## config.mk

```make
export PLATFORM = sky130hd
export DESIGN_NAME = stream_downsize
export DESIGN_NICKNAME = d
export VERILOG_FILES = /design/src/rtl/stream_pkg.sv /design/src/rtl/stream_lane_pick.sv /design/src/rtl/stream_downsize.sv
export SDC_FILE = /design/constraint.sdc
export NUM_CORES = 1
export LEC_CHECK = 0
export ABC_AREA = 1
export CAP_MARGIN = 10
export CELL_PAD_IN_SITES_DETAIL_PLACEMENT = 1
export CELL_PAD_IN_SITES_GLOBAL_PLACEMENT = 1
export CORE_UTILIZATION = 24
export DETAILED_ROUTE_END_ITERATION = 16
export PLACE_DENSITY_LB_ADDON = 0.08
export SYNTH_ARGS = -nofsm -noshare
export SYNTH_HDL_FRONTEND = slang
export SYNTH_SLANG_ARGS = --single-unit
```

## constraint.sdc

```tcl
create_clock -name clk -period 1.4 [get_ports clk]
set_clock_uncertainty 0.2 [all_clocks]
set_input_delay 0.28 -clock clk [delete_from_list [all_inputs] [get_ports clk]]
set_output_delay 0.28 -clock clk [all_outputs]
set_load 0.005 [all_outputs]
```

## src/rtl/stream_pkg.sv

```systemverilog
// Shared types and helpers for the stream width converters.
package stream_pkg;

    typedef enum logic {
        IDLE = 1'b0,
        SEND = 1'b1
    } ds_state_t;

    // Bits needed to index a lane; never less than one so ports stay legal.
    function automatic int unsigned LANE_W(input int unsigned ratio);
        return (ratio <= 2) ? 1 : $clog2(ratio);
    endfunction

endpackage

```

## src/rtl/stream_lane_pick.sv

```systemverilog
// Lowest-set-bit picker over the remaining-lane mask: index, one-hot and "last one left".
module stream_lane_pick
    import stream_pkg::*;
#(
    parameter int unsigned RATIO = 2,
    localparam int unsigned LW = LANE_W(RATIO)
) (
    input  logic [RATIO-1:0] rem,
    output logic [LW-1:0]    lane_c,
    output logic [RATIO-1:0] onehot_c,
    output logic             is_final_c
);

    // Two's-complement trick isolates the lowest set bit.
    assign onehot_c   = rem & (~rem + RATIO'(1));
    assign is_final_c = (rem != '0) && ((rem & (rem - RATIO'(1))) == '0);

    always_comb begin
        lane_c = '0;
        for (int i = 0; i < int'(RATIO); i++) begin
            if (onehot_c[i]) begin
                lane_c = LW'(i);
            end
        end
    end

endmodule

```

## src/rtl/stream_downsize.sv

```systemverilog
// Wide-to-narrow serializer: emits the kept lanes of each input word, one per beat, lowest lane first.
module stream_downsize
    import stream_pkg::*;
#(
    parameter int unsigned T_DATA_WIDTH = 1,
    parameter int unsigned T_DATA_RATIO = 2
) (
    input  logic                    clk,
    input  logic                    rst,
    input  logic [T_DATA_WIDTH-1:0] s_data_i [0:T_DATA_RATIO-1],
    input  logic [T_DATA_RATIO-1:0] s_keep_i,
    input  logic                    s_last_i,
    input  logic                    s_valid_i,
    output logic                    s_ready_o,
    output logic [T_DATA_WIDTH-1:0] m_data_o,
    output logic                    m_last_o,
    output logic                    m_valid_o,
    input  logic                    m_ready_i,
    output logic                    drop_o
);

    localparam int unsigned LW = LANE_W(T_DATA_RATIO);

    ds_state_t               state_q, state_d;
    logic [T_DATA_WIDTH-1:0] buf_q [0:T_DATA_RATIO-1];
    logic [T_DATA_RATIO-1:0] rem_q, rem_d;
    logic                    last_q;
    logic                    drop_q, drop_d;
    logic                    load;

    logic [LW-1:0]           lane;
    logic [T_DATA_RATIO-1:0] lane_onehot;
    logic                    is_final;
    logic                    beat_hs;
    logic                    accept;

    stream_lane_pick #(
        .RATIO (T_DATA_RATIO)
    ) u_pick (
        .rem        (rem_q),
        .lane_c     (lane),
        .onehot_c   (lane_onehot),
        .is_final_c (is_final)
    );

    assign m_valid_o = (state_q == SEND);
    assign m_data_o  = buf_q[lane];
    assign m_last_o  = last_q & is_final & m_valid_o;
    assign drop_o    = drop_q;

    // A new word may enter in the same cycle the last kept lane leaves.
    assign beat_hs   = m_valid_o & m_ready_i;
    assign s_ready_o = !rst & ((state_q == IDLE) | (beat_hs & is_final));
    assign accept    = s_valid_i & s_ready_o;

    always_comb begin
        state_d = state_q;
        rem_d   = rem_q;
        drop_d  = 1'b0;
        load    = 1'b0;

        if (beat_hs) begin
            rem_d = rem_q & ~lane_onehot;
            if (is_final) begin
                state_d = IDLE;
            end
        end

        if (accept) begin
            if (s_keep_i != '0) begin
                load    = 1'b1;
                rem_d   = s_keep_i;
                state_d = SEND;
            end else begin
                drop_d  = 1'b1;
                state_d = IDLE;
            end
        end
    end

    always_ff @(posedge clk) begin
        if (rst) begin
            state_q <= IDLE;
            rem_q   <= '0;
            last_q  <= 1'b0;
            drop_q  <= 1'b0;
            for (int i = 0; i < int'(T_DATA_RATIO); i++) begin
                buf_q[i] <= '0;
            end
        end else begin
            state_q <= state_d;
            rem_q   <= rem_d;
            drop_q  <= drop_d;
            if (load) begin
                buf_q  <= s_data_i;
                last_q <= s_last_i;
            end
        end
    end

endmodule
```

==> impl_metrics.csv <==
group,metric,value,unit
cts,insertion_delay,0.26,ns
cts,clockBufferDepth,2,
worst_hold_path,hold_class,"reg -> reg",
cts,clockRootBuffer,"clkbuf_4",
run,max_cap_viol_count,0,
worst_setup_path,crit_path_top_delay_cell,"dfxtp_2",
yosys,synth.area.top_cells,"dfxtp_1 (38%), nand2_1 (17%), inv_1 (9.1%), nor2_1 (8.1%), ha_1 (6.7%)",
yosys,synth_fp_nets,65,
sta,holdWs,0.326,ns
sta,relSlewSlack,85.6,%
sta,maxSlewViolCount,0,
cells_and_area,fillCellCount,178,
worst_setup_path,crit_type,"reg -> out",
die,io_pins,14,
detailed_routing,drt_pass1_iterations,1,
detailed_routing,ant_nets,0,
die,die-height,41.4,µm
global_route,grt_max_degree,8,
cells_and_area,diodes,0,
worst_setup_path,rr_startpoint,"rem_q[0]$_SDFF_PP0_",
worst_setup_path,cpPeakStageDelay,0.33,ns
sta,period_minus_slack,1.71,ns
sta,fmaxAchievable,583,MHz
die,initial_utilization,27.3,%
worst_setup_path,reg2reg_depth,11,
global_route,grt_use_total,14.1,%
cts,htreeDepth,1,
detailed_routing,route.met2.wl,537,µm
worst_setup_path,cp_common_cell,"inv_2",
status,run_status,"complete, but fails checks",
cts,cts_tree,"done",
worst_setup_path,crit_start,"rem_q[0]$_SDFF_PP0_",
yosys,ys_ff_latch,7,
worst_setup_path,crit_path_start_kind,"register",
power,powerDensity,817,nW/µm²
power,leakagePower,0.342,nW
cells_and_area,final_common_cell,"nand2_1",
worst_setup_path,end_kind,"output port",
yosys,synth_top_area_share,37.6,%
cells_and_area,drive_gt1_share,45.9,%
power,p_total,557,µW
yosys,yosys_warnings,0,
detailed_routing,post-route-drc-count,0,
power,peakVddDrop,470,µV
worst_hold_path,hp-start,"buf_q[0]$_SDFFE_PP0P_",
place,hpwlAfterDp,770,µm
worst_hold_path,hold_path_depth,4,
cells_and_area,multiInputGateArea,231,µm²
cells_and_area,final_cell_mix,"nand2_1 (14), buf_4 (13), clkdlybuf4s50_1 (8)",
cts,clk_pin_slew,0.06,ns
sta,fin_crit_sh,122,%
detailed_routing,wire_per_inst,10.2,µm
sta,final-hold-violation-count,0,
worst_setup_path,critPathArrivalTime,1.23,ns
detailed_routing,dr_wl_met3,58,µm
sta,fin_ws,-0.314,ns
detailed_routing,wirelength,1020,µm
detailed_routing,drt_iter0_markers,0,
die,fp-row-count,13,
place,dp.cells,93,
cells_and_area,syn_to_final_growth,82.9,%
global_route,antenna_found_initial,0,
cells_and_area,stdcell_count,100,
cts,cts.sinks,7,
cells_and_area,ff_latch_area,146,µm²
global_route,grt_pass1_wl,1790,µm
cts,numCtsBuffers,3,
yosys,synth_cell_types,13,
sta,worst_slew_pin_slew,0.215,ns
die,die_area,1720,µm²
detailed_routing,top_layer,"met3",
worst_setup_path,worstPathRequired,0.92,ns
cts,cts_hold_buf,0,
status,violations,"negative setup slack",
die,core-area,1370,µm²
yosys,synth_seq_area_share,37.6,%
global_route,grt_overflow,0,
cells_and_area,nets,97,
yosys,synthCells,54,
global_route,grt_pass1_vias,438,
sta,rsz0062_at_grt,"yes",
yosys,yosysTopAreaCell,"dfxtp_1",
yosys,avgSynthCellArea,6.90,µm²
yosys,syn_area,373,µm²
sta,setup_viol,9,
detailed_routing,via_per_inst,4.29,
worst_setup_path,critPathMaxFanout,2,
detailed_routing,m1WireLength,423,µm
detailed_routing,num_vias,429,
worst_setup_path,cp_cell_sequence,"inv_2 -> ha_4 -> inv_2 -> nand2_2 -> nand2_4 -> nand2_2 -> inv_2 -> buf_2",
die,die_w,41.4,µm
place,io_buffers,13,
place,gp_congestion,0.680,
## Yosys cell counts
| cell type | number |
|---|---|
| dfxtp_1 | 7 |
| ha_1 | 2 |
| nand2_4 | 1 |
| nand4_4 | 1 |
| inv_1 | 9 |
| nor2_1 | 8 |
| a21oi_1 | 3 |
| nand2_1 | 17 |
| inv_2 | 1 |
| nand4_1 | 2 |
| nand2_2 | 1 |
| o21ai_0 | 1 |
| nand3_1 | 1 |
## final timing paths
| path | end | slack, ns |
|---|---|---|
| setup reg to reg | buf_q[1]$_SDFFE_PP0P_ | -0.19 |
| hold reg to reg | buf_q[0]$_SDFFE_PP0P_ | 0.33 |
| setup / recovery | s_ready_o | -0.31 |
| hold / removal | buf_q[0]$_SDFFE_PP0P_ | 0.33 |
## final cells by class
cell class	instances	share of cell area, %
multi-input combinational	37	33.9
timing repair buffer	27	32.5
sequential	7	21.5
inverter	10	5.50
clock buffer	4	3.85
tap	15	2.75
## metal layers
layer / vias up / track usage, %
li1: 229 / -
met1: 190 / 15.2
met2: 10 / 23.4
met3: 0 / 7.83
met4: 0 / 3.87
met5: - / 0
## sequential cells by signal, indices dropped and copies added (netlist names)
name / count
m_valid_o: 1
buf_q: 2
drop_o: 1
rem_q: 2
last_q: 1
## kinds of logic after synthesis
kind of cell | after synthesis | synth area share, %
AND/OR/NAND/NOR | 31 | 40.3
flip-flops | 7 | 37.6
AO/OA/AOI/OAI | 4 | 5.37
buffers and inverters | 10 | 10.1
adder cells (fa/ha/maj) | 2 | 6.71
## timing repair
item,in CTS,in global routing
pin swaps,5,8
endpoints found under the setup margin,11,10
resized for setup,23,6
setup buffers,1,2
## power breakdown
group / total [mW] / internal, mW / switching [mW]
Combinational: 0.142 / 0.0814 / 0.0605
Sequential: 0.220 / 0.212 / 0.00884
Clock: 0.195 / 0.109 / 0.0854
Total: 0.557 / 0.402 / 0.155
## per-stage QoR
stage | TNS [ns] | setup WS, ns | utilization [%] | area (µm²)
4_1_cts | -1.33 | -0.332 | 47.5 | 649
3_3_place_gp | -2.66 | -0.574 | 44.5 | 608
6_report | -1.62 | -0.314 | 49.9 | 682
2_1_floorplan | 0 | 0.00165 | - | 377
5_1_grt | -2.36 | -0.384 | 49.9 | 682
3_5_place_dp | -2.80 | -0.578 | 44.5 | 608
## critical path: cells and delay by family, from the launching register on
family / cells / cell delay [ns]
simple gates: 3 / 0.17
flops: 1 / 0.33
fa+ha+maj: 1 / 0.26
buf+inv: 4 / 0.21
(Power assumes the default switching activity.)
